==> src/rtl/div_signed_seq.sv <==
// rtl/div_signed_seq.sv - sequential signed 16/8 divider, restoring, fixed 18-cycle latency
module div_signed_seq (
    input  logic        clk,
    input  logic        rst,
    input  logic        start,
    input  logic [15:0] a,
    input  logic [7:0]  b,
    output logic [7:0]  q,
    output logic [7:0]  r,
    output logic        busy,
    output logic        ready,
    output logic        ovf,
    output logic        dz
);

    typedef enum logic [1:0] {
        IDLE = 2'd0,
        CALC = 2'd1,
        SIGN = 2'd2
    } state_t;

    state_t      state;
    state_t      state_next;
    logic [4:0]  cnt;
    // Dividend magnitude shifts out of the MSB while quotient bits shift in at the LSB,
    // so after 16 iterations this register holds the magnitude quotient.
    logic [15:0] dvd;
    logic [8:0]  rem;
    logic [7:0]  b_mag;
    logic        q_neg;
    logic        r_neg;
    logic        b_zero;

    logic [9:0]  rem_shift;
    logic        sub_ok;
    logic [8:0]  rem_next;
    logic [7:0]  q_fix;
    logic [7:0]  r_fix;
    logic        q_ovf;

    // Next-state logic: 16 CALC cycles, then one SIGN cycle to publish results
    always_comb begin
        state_next = state;
        case (state)
            IDLE: if (start) state_next = CALC;
            CALC: if (cnt == 5'd15) state_next = SIGN;
            SIGN: state_next = IDLE;
            default: state_next = IDLE;
        endcase
    end

    // One restoring step plus the sign fix-up applied to the magnitude results
    always_comb begin
        rem_shift = {rem, dvd[15]};
        sub_ok    = (rem_shift >= {2'b00, b_mag});
        rem_next  = sub_ok ? (rem_shift[8:0] - {1'b0, b_mag}) : rem_shift[8:0];
        // Low 8 bits of a negation depend only on the low 8 bits of the operand
        q_fix     = q_neg ? (8'd0 - dvd[7:0]) : dvd[7:0];
        r_fix     = r_neg ? (8'd0 - rem[7:0]) : rem[7:0];
        // A negative quotient may reach -128; a positive one only 127
        q_ovf     = q_neg ? (dvd > 16'd128) : (dvd > 16'd127);
    end

    assign busy = (state != IDLE);

    // State register
    always_ff @(posedge clk) begin
        if (rst) begin
            state <= IDLE;
        end else begin
            state <= state_next;
        end
    end

    // Operand capture, iteration datapath and registered results
    always_ff @(posedge clk) begin
        if (rst) begin
            cnt    <= 5'd0;
            dvd    <= 16'd0;
            rem    <= 9'd0;
            b_mag  <= 8'd0;
            q_neg  <= 1'b0;
            r_neg  <= 1'b0;
            b_zero <= 1'b0;
            q      <= 8'd0;
            r      <= 8'd0;
            ovf    <= 1'b0;
            dz     <= 1'b0;
            ready  <= 1'b0;
        end else begin
            ready <= 1'b0;
            case (state)
                IDLE: begin
                    if (start) begin
                        dvd    <= a[15] ? (16'd0 - a) : a;
                        b_mag  <= b[7] ? (8'd0 - b) : b;
                        q_neg  <= a[15] ^ b[7];
                        r_neg  <= a[15];
                        b_zero <= (b == 8'd0);
                        rem    <= 9'd0;
                        cnt    <= 5'd0;
                    end
                end
                CALC: begin
                    cnt <= cnt + 5'd1;
                    dvd <= {dvd[14:0], sub_ok};
                    rem <= rem_next;
                end
                SIGN: begin
                    ready <= 1'b1;
                    if (b_zero) begin
                        q   <= 8'd0;
                        r   <= 8'd0;
                        ovf <= 1'b0;
                        dz  <= 1'b1;
                    end else begin
                        q   <= q_fix;
                        r   <= r_fix;
                        ovf <= q_ovf;
                        dz  <= 1'b0;
                    end
                end
                default: ;
            endcase
        end
    end

endmodule

==> config.mk <==
export PLATFORM = sky130hd
export DESIGN_NAME = div_signed_seq
export DESIGN_NICKNAME = d
export VERILOG_FILES = /design/src/rtl/div_signed_seq.sv
export SDC_FILE = /design/constraint.sdc
export NUM_CORES = 1
export LEC_CHECK = 0
export ABC_AREA = 1
export BUFFER_PORTS_ARGS = -buffer_cell sky130_fd_sc_hd__buf_2
export CAP_MARGIN = 20
export CORE_AREA = 5 5 89 112
export CTS_CLUSTER_SIZE = 14
export DETAILED_ROUTE_END_ITERATION = 6
export DIE_AREA = 0 0 94 117
export MAX_ROUTING_LAYER = met4
export PLACE_DENSITY = 0.58
export SLEW_MARGIN = 30
export SYNTH_ARGS = -nofsm -noshare
export SYNTH_HDL_FRONTEND = slang
export SYNTH_SLANG_ARGS = --single-unit
==> constraint.sdc <==
create_clock -name clk -period 2.4 [get_ports clk]
set_input_delay 0.24 -clock clk [delete_from_list [all_inputs] [get_ports clk]]
set_output_delay 0.24 -clock clk [all_outputs]
set_load 0.01 [all_outputs]
== Word-level counts from Yosys, hierarchy flattened ==
Index checks and enable logic that the tools add are counted.

* Bits in registers: 62
* Output and inout bits: 20
* Input port bits: 27

* $add $sub $neg: 6
* Equal/unequal tests: 5
* Reduce and logical (&&, ||, !) cells: 7
* Order comparisons: 3
* Bitwise gates (word level): 1
* Muxes and demuxes: 20

{| class="wikitable"
|+ Operators by type and width
! cell !! count
|-
| two-way mux 8 bit || 5
|-
| two-way mux 16 bit || 2
|-
| case mux 16 bit (2 select lines) || 1
|-
| subtractor 1 x 8 -> 8 bit (first input constant) || 3
|-
| two-way mux 9 bit || 2
|-
| case mux 9 bit (2 select lines) || 1
|-
| > comparator 16 x 7 -> 1 bit (second input constant) || 1
|-
| > comparator 16 x 8 -> 1 bit (second input constant) || 1
|-
| subtractor 1 x 16 -> 16 bit (first input constant) || 1
|-
| greater-or-equal comparator 10 x 8 -> 1 bit || 1
|-
| case mux 5 bit (2 select lines) || 1
|-
| subtractor 9 x 8 -> 9 bit || 1
|-
| logical NOT 8 bit || 1
|-
| AND reduction 2 bit || 3
|-
| adder 5 x 1 -> 5 bit (second input constant) || 1
|-
| equality test 5 x 4 -> 1 bit (second input constant) || 1
|-
| two-way mux 5 bit || 1
|-
| two-way mux 1 bit || 4
|-
| two-way mux 2 bit || 2
|-
| inequality test 2 bit (second input constant) || 2
|-
| case mux 2 bit (2 select lines) || 1
|-
| nonzero test 2 bit || 2
|-
| equality test 2 x 1 -> 1 bit (second input constant) || 1
|-
| equality test 2 bit (second input constant) || 1
|-
| other kinds (2) || 2
|}

== Logic depth before layout (Yosys ltp) ==
Gate-level depths: netlist of run 1.

* Depth in word-level cells: 4
* Depth in mapped cells: 12

== Worst setup path after synthesis of run 1 ==
No wires, ideal clock.

* Path kind: register to register
* Start point: register dvd[15]
* End point: register rem[7]
* Cell stages (with the launch flop): 13
* Data arrival time: 1.557 ns
* Library setup time: 0.131 ns
* Setup slack: 0.712 ns
* Path buffers: 0
* Required time: 2.269 ns
* Cells stage by stage: dfxtp_1 inv_1 ha_1 inv_1 fa_1 nand2_1 nand3_2 nand2_4 nand2_8 nand2_4 nand2_1 nand2_1 a21oi_2

* Longest elaborated chain between the ends: 3
* Elaborated cells on any way between the ends: 4
* Those cells by class: 1 x add/sub; 1 x order compare; 2 x mux

{| class="wikitable"
|+ RTL lines
! element !! RTL line !! text
|-
| start: declaration || 27 || <nowiki>logic [15:0] dvd;</nowiki>
|-
| start signal: assignment || 95 || <nowiki>dvd <= a[15] ? (16'd0 - a) : a;</nowiki>
|-
| start signal: assignment || 106 || <nowiki>dvd <= {dvd[14:0], sub_ok};</nowiki>
|-
| subtractor 9 x 8 -> 9 bit / greater-or-equal comparator 10 x 8 -> 1 bit (equally long branches) || 56, 55 ||
|-
| two-way mux 9 bit * || 56 || <nowiki>rem_next = sub_ok ? (rem_shift[8:0] - {1'b0, b_mag}) : rem_shift[8:0];</nowiki>
|-
| case mux 9 bit (2 select lines) * || 92 || <nowiki>case (state)</nowiki>
|-
| end signal: assignment || 107 || <nowiki>rem <= rem_next;</nowiki>
|-
| end: declaration || 28 || <nowiki>logic [8:0] rem;</nowiki>
|}

Every way passes the cells marked *; elsewhere a longest branch is shown, timed or not.
A chain may end at the register's enable or synchronous reset.

== Worst setup path in the final report of run 1 ==
Same ends and word-level chain as after synthesis.

==> results of run 1 <==
## worst max-delay path, delay by kind of cell (launching register included)
family,cells,cell delay (ns)
DFF,1,0.32
AOI/OAI and AO/OA,1,0.05
adders and majority gates,2,0.55
buffers and inverters,2,0.15
and+or+nand+nor,7,0.64
## power by group through the flow
stage | clock (mW) | combinational [mW] | sequential, mW
after floorplan | 0 | 1.75 | 1.25
after global placement | 0 | 2.12 | 1.29
after detailed placement | 0 | 2.15 | 1.29
after CTS | 1.42 | 2.17 | 1.27
after global routing | 1.47 | 2.45 | 1.29
final | 1.39 | 2.17 | 1.27
## sequential cells by signal, summed over array words and instances, names as in the netlist, 2 cells and up
| name | cells |
|---|---|
| rem | 9 |
| dvd | 16 |
| state | 2 |
| cnt | 5 |
| b_mag | 8 |
| q | 8 |
| r | 8 |
## through the flow
stage / hold WS [ns] / utilization [%] / std cells / power, mW / setup slack (ns)
2_1_floorplan: 0.394 / - / 572 / 3.00 / 0.712
5_1_grt: 0.211 / 49.6 / 740 / 5.21 / 0.369
4_1_cts: 0.187 / 49.6 / 740 / 4.87 / 0.561
3_5_place_dp: 0.454 / 46.0 / 724 / 3.44 / 0.567
3_3_place_gp: 0.450 / 46.0 / 724 / 3.41 / 0.601
6_report: 0.202 / 49.6 / 740 / 4.84 / 0.555
## cell type report
class	instances	area, sq um
fillers	955	4480
multi-input cells	407	2120
flip-flops and latches	62	1240
inverters	81	304
repair buffers	51	268
clock buffers	9	225
well taps	123	154
clock inverters	7	95.1
## synth_stat cells, types with 2 or more instances
library cell    n
buf_4           3
clkbuf_1       11
nand3b_1        2
nand4_1         5
nand3_1        68
a21oi_1        55
a31oi_1         7
nor2_1         36
inv_1          75
xor2_1          3
nor4_1          2
o21ai_1         5
nor2_4          2
dfxtp_1        62
nand2_4         2
nor3_1          3
nor2_2          6
o221ai_1        2
o21ai_0        19
o211ai_1        4
a22oi_1        11
ha_1           14
inv_2           5
nand2_1       143
or2_2           2
buf_2           8
xnor2_1         3
a21oi_2         2
## worst max-delay path by stage
stage                 start  slack (ns)  endpoint  cells after the start
floorplan           dvd[15]        0.71    rem[7]                     12
global placement    dvd[15]        0.60    rem[7]                     12
detailed placement  dvd[15]        0.57    rem[7]                     12
CTS                 dvd[15]        0.56    rem[6]                     11
global route        dvd[15]        0.37    rem[4]                     11
finish              dvd[15]        0.56    rem[7]                     12
## logic make-up (layout without fill, tap and decap cells)
family | after synthesis | in the layout | share of synthesized area, %
AND/OR/NAND/NOR | 276 | 276 | 32.7
adder cells (fa/ha/maj) | 15 | 15 | 5.18
AO/OA/AOI/OAI | 110 | 110 | 16.9
buffers and inverters | 103 | 148 | 10.8
flip-flops | 62 | 62 | 33.0
XOR/XNOR | 6 | 6 | 1.40
## per-layer routing
layer	part of all wire, %	track usage (%)	wire (um)	up-vias
met1	45	21.5	4260	1674
met3	2.8	3.07	264	20
met5	0	-	0	-
met4	3.0	10.1	284	0
met2	49	31.2	4650	62
li1	-	-	-	1963
==> summary.md, run 1 <==
| Metric | Value |
|---|---|
| Worst Path Max Fanout | `10` |
| Largest net degree at the start of global routing | `51` |
| Sequential share of power | `26.3%` |
| FF-to-FF Start | `dvd[15]` |
| Post-CTS Hold Fix Bufs | `0` |
| Vias in the first global route | `3451` |
| Initial Util | `42.4%` |
| Yosys warnings | `0` |
| CP Launch Type | `flop` |
| Synthesized area | `3760 sq um` |
| Final RePlAce weighted congestion | `0.888` |
| Area Overhead vs Synth | `16.9%` |
| Cts bufs inserted | `9` |
| DR vias | `3719` |
| Crit-path slowest cell | `fa_1` |
| Final Cell Area | `4400 sq um` |
| Net switching power | `2.00 mW` |
| Most common cell after layout, fill and taps aside | `nand2_1` |
| Most used cell along the critical path | `nand2_1` |
| WP data arrival | `2.05 ns` |
| Setup TNS | `0 ns` |
| GRT overflow | `0` |
| Largest cells by area after synthesis | `dfxtp_1 (33%), nand2_1 (14%), nand3_1 (9.0%)` |
| Synthesized flop and latch total | `62` |
| Max_cap viols | `0` |
| First-pass iteration count of the detailed router | `5` |
| Pins Over Slew Limit | `0` |
| Int Pwr | `2.83 mW` |
| Peak VDD IR | `0.424 mV` |
| Worst Path Required | `2.60 ns` |
| Post-DR vias/cell | `5.03` |
| Worst path max stage delay | `0.41 ns` |
| Netlist cell types | `40` |
| Worst-path clk slew | `0.06 ns` |
| Commonest non-fill, non-tap cells in the layout | `nand2_1 (143), inv_1 (75), nand3_1 (68)` |
| IO Count | `47` |
| Global-route usage over all layers | `18.7%` |
| N_diodes | `0` |
| Max frequency | `542 MHz` |
| WL/cell | `12.8 um` |
| Die Span Y | `117 um` |
| Tcrit/Tclk final | `76.9%` |
| Post-cts repair resize count | `0` |
| Clock Sinks | `62` |
| Row count | `39` |
| Clock Latency Late Sink | `0.33 ns` |
| Syn_area_per_cell | `6.58 sq um` |
| Hold Path End | `b_mag[1]` |
| Post-synthesis sequential area ratio | `33.0%` |
| Global-route wire length before repair | `15.7 mm` |
| Leak | `2.01 nW` |
| Setup crit end kind | `flop` |
| Pwr Density | `1100 nW/um^2` |
| Post-synth EDFFs | `0` |
| Gate count after technology mapping | `572` |
| Clock share of power | `28.8%` |
| Status | `finished, final reports clean` |
| Leading area contributor after synthesis | `dfxtp_1` |
| Core Box Area | `8880 sq um` |
| Final Hold Viols | `0` |
| Hpwl dp | `7.02 mm` |
| CTS root buffer | `clkbuf_16` |
| Die ar. | `11000 sq um` |
| Switching part of the total | `41.4%` |
| Antenna Violating Nets Remaining | `0` |
| Hold Crit Class | `in -> reg` |
| Area after DPL | `4080 sq um` |
| CTS max path bufs | `2` |
| CTS HTree Levels | `3` |
| Remaining DRCs | `0` |
| RSZ-0062 raised after global routing | `false` |
| R2R depth | `12` |
| Top_reg_cell synth | `dfxtp_1` |
| Logic pwr share | `44.8%` |
| Layout cells sized above 1 | `14.6%` |
| Layout net count | `654` |
| CP cell instances | `inv_1 -> ha_1 -> inv_1 -> fa_1 -> nand2_1 -> nand3_2 -> nand2_4 -> nand2_8 -> nand2_4 -> nand2_1 -> nand2_1 -> a21oi_2` |
| Initial antenna violation count | `0` |
| FF-to-FF setup slack | `0.56 ns` |
| Initial drt markers | `169` |
| Min cycle time layout | `1.84 ns` |
| Hold path startpoint | `b[1]` |
| Routed WL | `9.46 mm` |
| FFs w/ async S/R, synth | `0%` |
| WHS Path Cells | `3` |
| Die Wd | `94 um` |
| Synth Net Count | `614` |
| TritonCTS clock tree | `yes` |
| Kind of critical path | `reg -> reg` |
| Final setup vio count | `0` |
| Clock skew | `0.00704 ns` |
| # port buffers | `46` |
| RR Endpoint | `rem[7]` |
| Actual slew at the worst max-slew pin | `0.657 ns` |
| Share of the synthesized area in the top cell type | `33.0%` |
| Post-CTS Setup Bufs | `0` |
| Slew HR | `56.2%` |
Power figures use the tool's default switching activity.
==> run 2: changes to the inputs <==
clock period = 1.7 ns   (was 2.4 ns; I/O delays follow)
==> summary.md, run 2 (same netlist as run 1, synthesis figures left out) <==
| Metric | Value |
|---|---|
| # port buffers | `46` |
| Cells after DPL | `743` |
| Clock Latency Late Sink | `0.33 ns` |
| GRT overflow | `0` |
| CP Launch Type | `flop` |
| Layout net count | `676` |
| Slew HR | `71.7%` |
| Area Overhead vs Synth | `26.9%` |
| RSZ-0062 raised after global routing | `true` |
| R2R depth | `11` |
| Pwr Density | `1690 nW/um^2` |
| Hpwl dp | `7.40 mm` |
| Pins Over Slew Limit | `0` |
| Hold Crit Class | `in -> reg` |
| RR Endpoint | `rem[6]` |
| Worst path max stage delay | `0.41 ns` |
| Area of the multi-input gates | `2300 sq um` |
| Actual slew at the worst max-slew pin | `0.425 ns` |
| Most common cell after layout, fill and taps aside | `nand2_1` |
| Core Util, Final | `53.8%` |
| Largest register by flop count | `dvd` |
| Commonest non-fill, non-tap cells in the layout | `nand2_1 (135), inv_1 (72), nand3_1 (64)` |
| FF-to-FF setup slack | `-0.01 ns` |
| Initial antenna violation count | `0` |
| Final Cell Area | `4780 sq um` |
| CP bufs+invs | `2` |
| Worst-path clk slew | `0.05 ns` |
| CTS max path bufs | `2` |
| Leak | `2.16 nW` |
| Initial Util | `42.4%` |
| Die ar. | `11000 sq um` |
| Initial drt markers | `134` |
| Violated checks | `setup timing` |
| Row count | `39` |
| Clock Sinks | `62` |
| Max_cap viols | `0` |
| Final WS setup | `-0.0124 ns` |
| Largest net degree at the start of global routing | `26` |
| Worst slack, placed | `-0.0808 ns` |
| Post-DR vias/cell | `5.06` |
| Clock skew | `0.00373 ns` |
| First-pass iteration count of the detailed router | `4` |
| CP cell instances | `inv_2 -> ha_4 -> inv_2 -> fa_2 -> nand2_2 -> nand3_4 -> nand2_8 -> nand2_8 -> nand2_1 -> nand3_1 -> a21oi_1` |
| Antenna Violating Nets Remaining | `0` |
| Core Box Area | `8880 sq um` |
| Final setup vio count | `3` |
| Final RePlAce weighted congestion | `0.869` |
| Layout cells sized above 1 | `22.1%` |
| Crit-path slowest cell | `fa_2` |
| Setup crit end kind | `flop` |
| Global-route usage over all layers | `19.0%` |
| Sequential cell area | `1240 sq um` |
| Min cycle time layout | `1.71 ns` |
| WP data arrival | `1.97 ns` |
| Die Span Y | `117 um` |
| Cts bufs inserted | `9` |
| Worst Path Max Fanout | `5` |
| Hold Path End | `b_mag[1]` |
| Tcrit/Tclk final | `101%` |
| Area after DPL | `4230 sq um` |
| WHS Path Cells | `3` |
| Fillers | `886` |
| Routed WL | `9.71 mm` |
| Status | `finished, violations left` |
| TritonCTS clock tree | `yes` |
| Setup TNS | `-0.0276 ns` |
| Final Non-Filler Cells | `762` |
| Global-route wire length before repair | `16.1 mm` |
| Die Wd | `94 um` |
| DR vias | `3857` |
| Worst Path Required | `1.96 ns` |
| Largest regs | `dvd x16, rem x9` |
| Final Hold Viols | `0` |
| Kind of critical path | `reg -> reg` |
| Hold path startpoint | `b[1]` |
| FF-to-FF Start | `dvd[15]` |
| CTS root buffer | `clkbuf_16` |
| Worst hold slack | `0.129 ns` |
| Remaining DRCs | `0` |
| CTS HTree Levels | `3` |
| Max frequency | `584 MHz` |
| IO Count | `47` |
| PnR Total Power | `8.07 mW` |
| Vias in the first global route | `3638` |
| Max reg flops | `16` |
| N_diodes | `0` |
| WL/cell | `12.7 um` |
| Delay-heaviest family, CP | `simple AND/OR/NAND/NOR gates` |
| Peak VDD IR | `0.838 mV` |
-- run 2: cell types whose count changed in the layout (fill, tap and decap cells not counted), sizes merged --
| cell | change |
|---|---|
| nand2 | +2 |
| clkinv | -2 |
| clkbuf | +4 |
| inv | -2 |
| bufinv | +1 |
| clkinvlp | -1 |
| buf | +20 |
-- run 2: how the worst max path moves through the flow --
| stage | startpoint | end | slack (ns) | cells past startpoint |
|---|---|---|---|---|
| after floorplan | dvd[15] | rem[7] | 0.01 | 12 |
| after global placement | dvd[15] | rem[7] | -0.03 | 12 |
| after detailed placement | dvd[15] | rem[7] | -0.08 | 12 |
| after CTS | b_mag[5] | rem[7] | 0.0005 | 11 |
| after global routing | b_mag[3] | rem[7] | -0.11 | 12 |
| final | dvd[15] | rem[6] | -0.01 | 11 |
-- run 2: final cells by class --
| cell class | instances | area share [%] |
|---|---|---|
| clock inverters | 3 | 1.89 |
| well taps | 123 | 3.22 |
| clock buffers | 13 | 5.45 |
| flip-flops and latches | 62 | 26.0 |
| inverters | 81 | 6.36 |
| multi-input cells | 409 | 48.0 |
| repair buffers | 71 | 9.01 |
-- run 2: where the power goes --
part	total [mW]	switching (mW)	internal [mW]	leakage, nW
sequential	1.78	0.158	1.62	0.506
clock	2.14	0.627	1.51	0.170
combinational	4.16	2.48	1.68	1.48
total	8.07	3.27	4.80	2.16
-- run 2: what timing repair did --
item / in CTS / in global routing
setup endpoints to repair: 9 / 11
pin swaps: 1 / 10
setup buffers: 1 / 0
hold buffers: 0 / 0
cloned: 2 / 0
gates resized for setup: 4 / 34
-- run 2: per-layer routing --
layer	global-route usage, %	up-vias	routed length (um)
met2	31.3	81	4730
met3	3.01	16	341
met5	-	-	0
li1	-	2010	-
met1	22.9	1750	4410
met4	8.57	0	224
-- run 2: worst reg2reg max path: stages (launching register included) --
cell and delay (ns):
dfxtp_2 0.32, inv_2 0.07, ha_4 0.12, inv_2 0.04, fa_2 0.41, nand2_2 0.11
nand3_4 0.11, nand2_8 0.12, nand2_8 0.08, nand2_1 0.08, nand3_1 0.06, a21oi_1 0.12
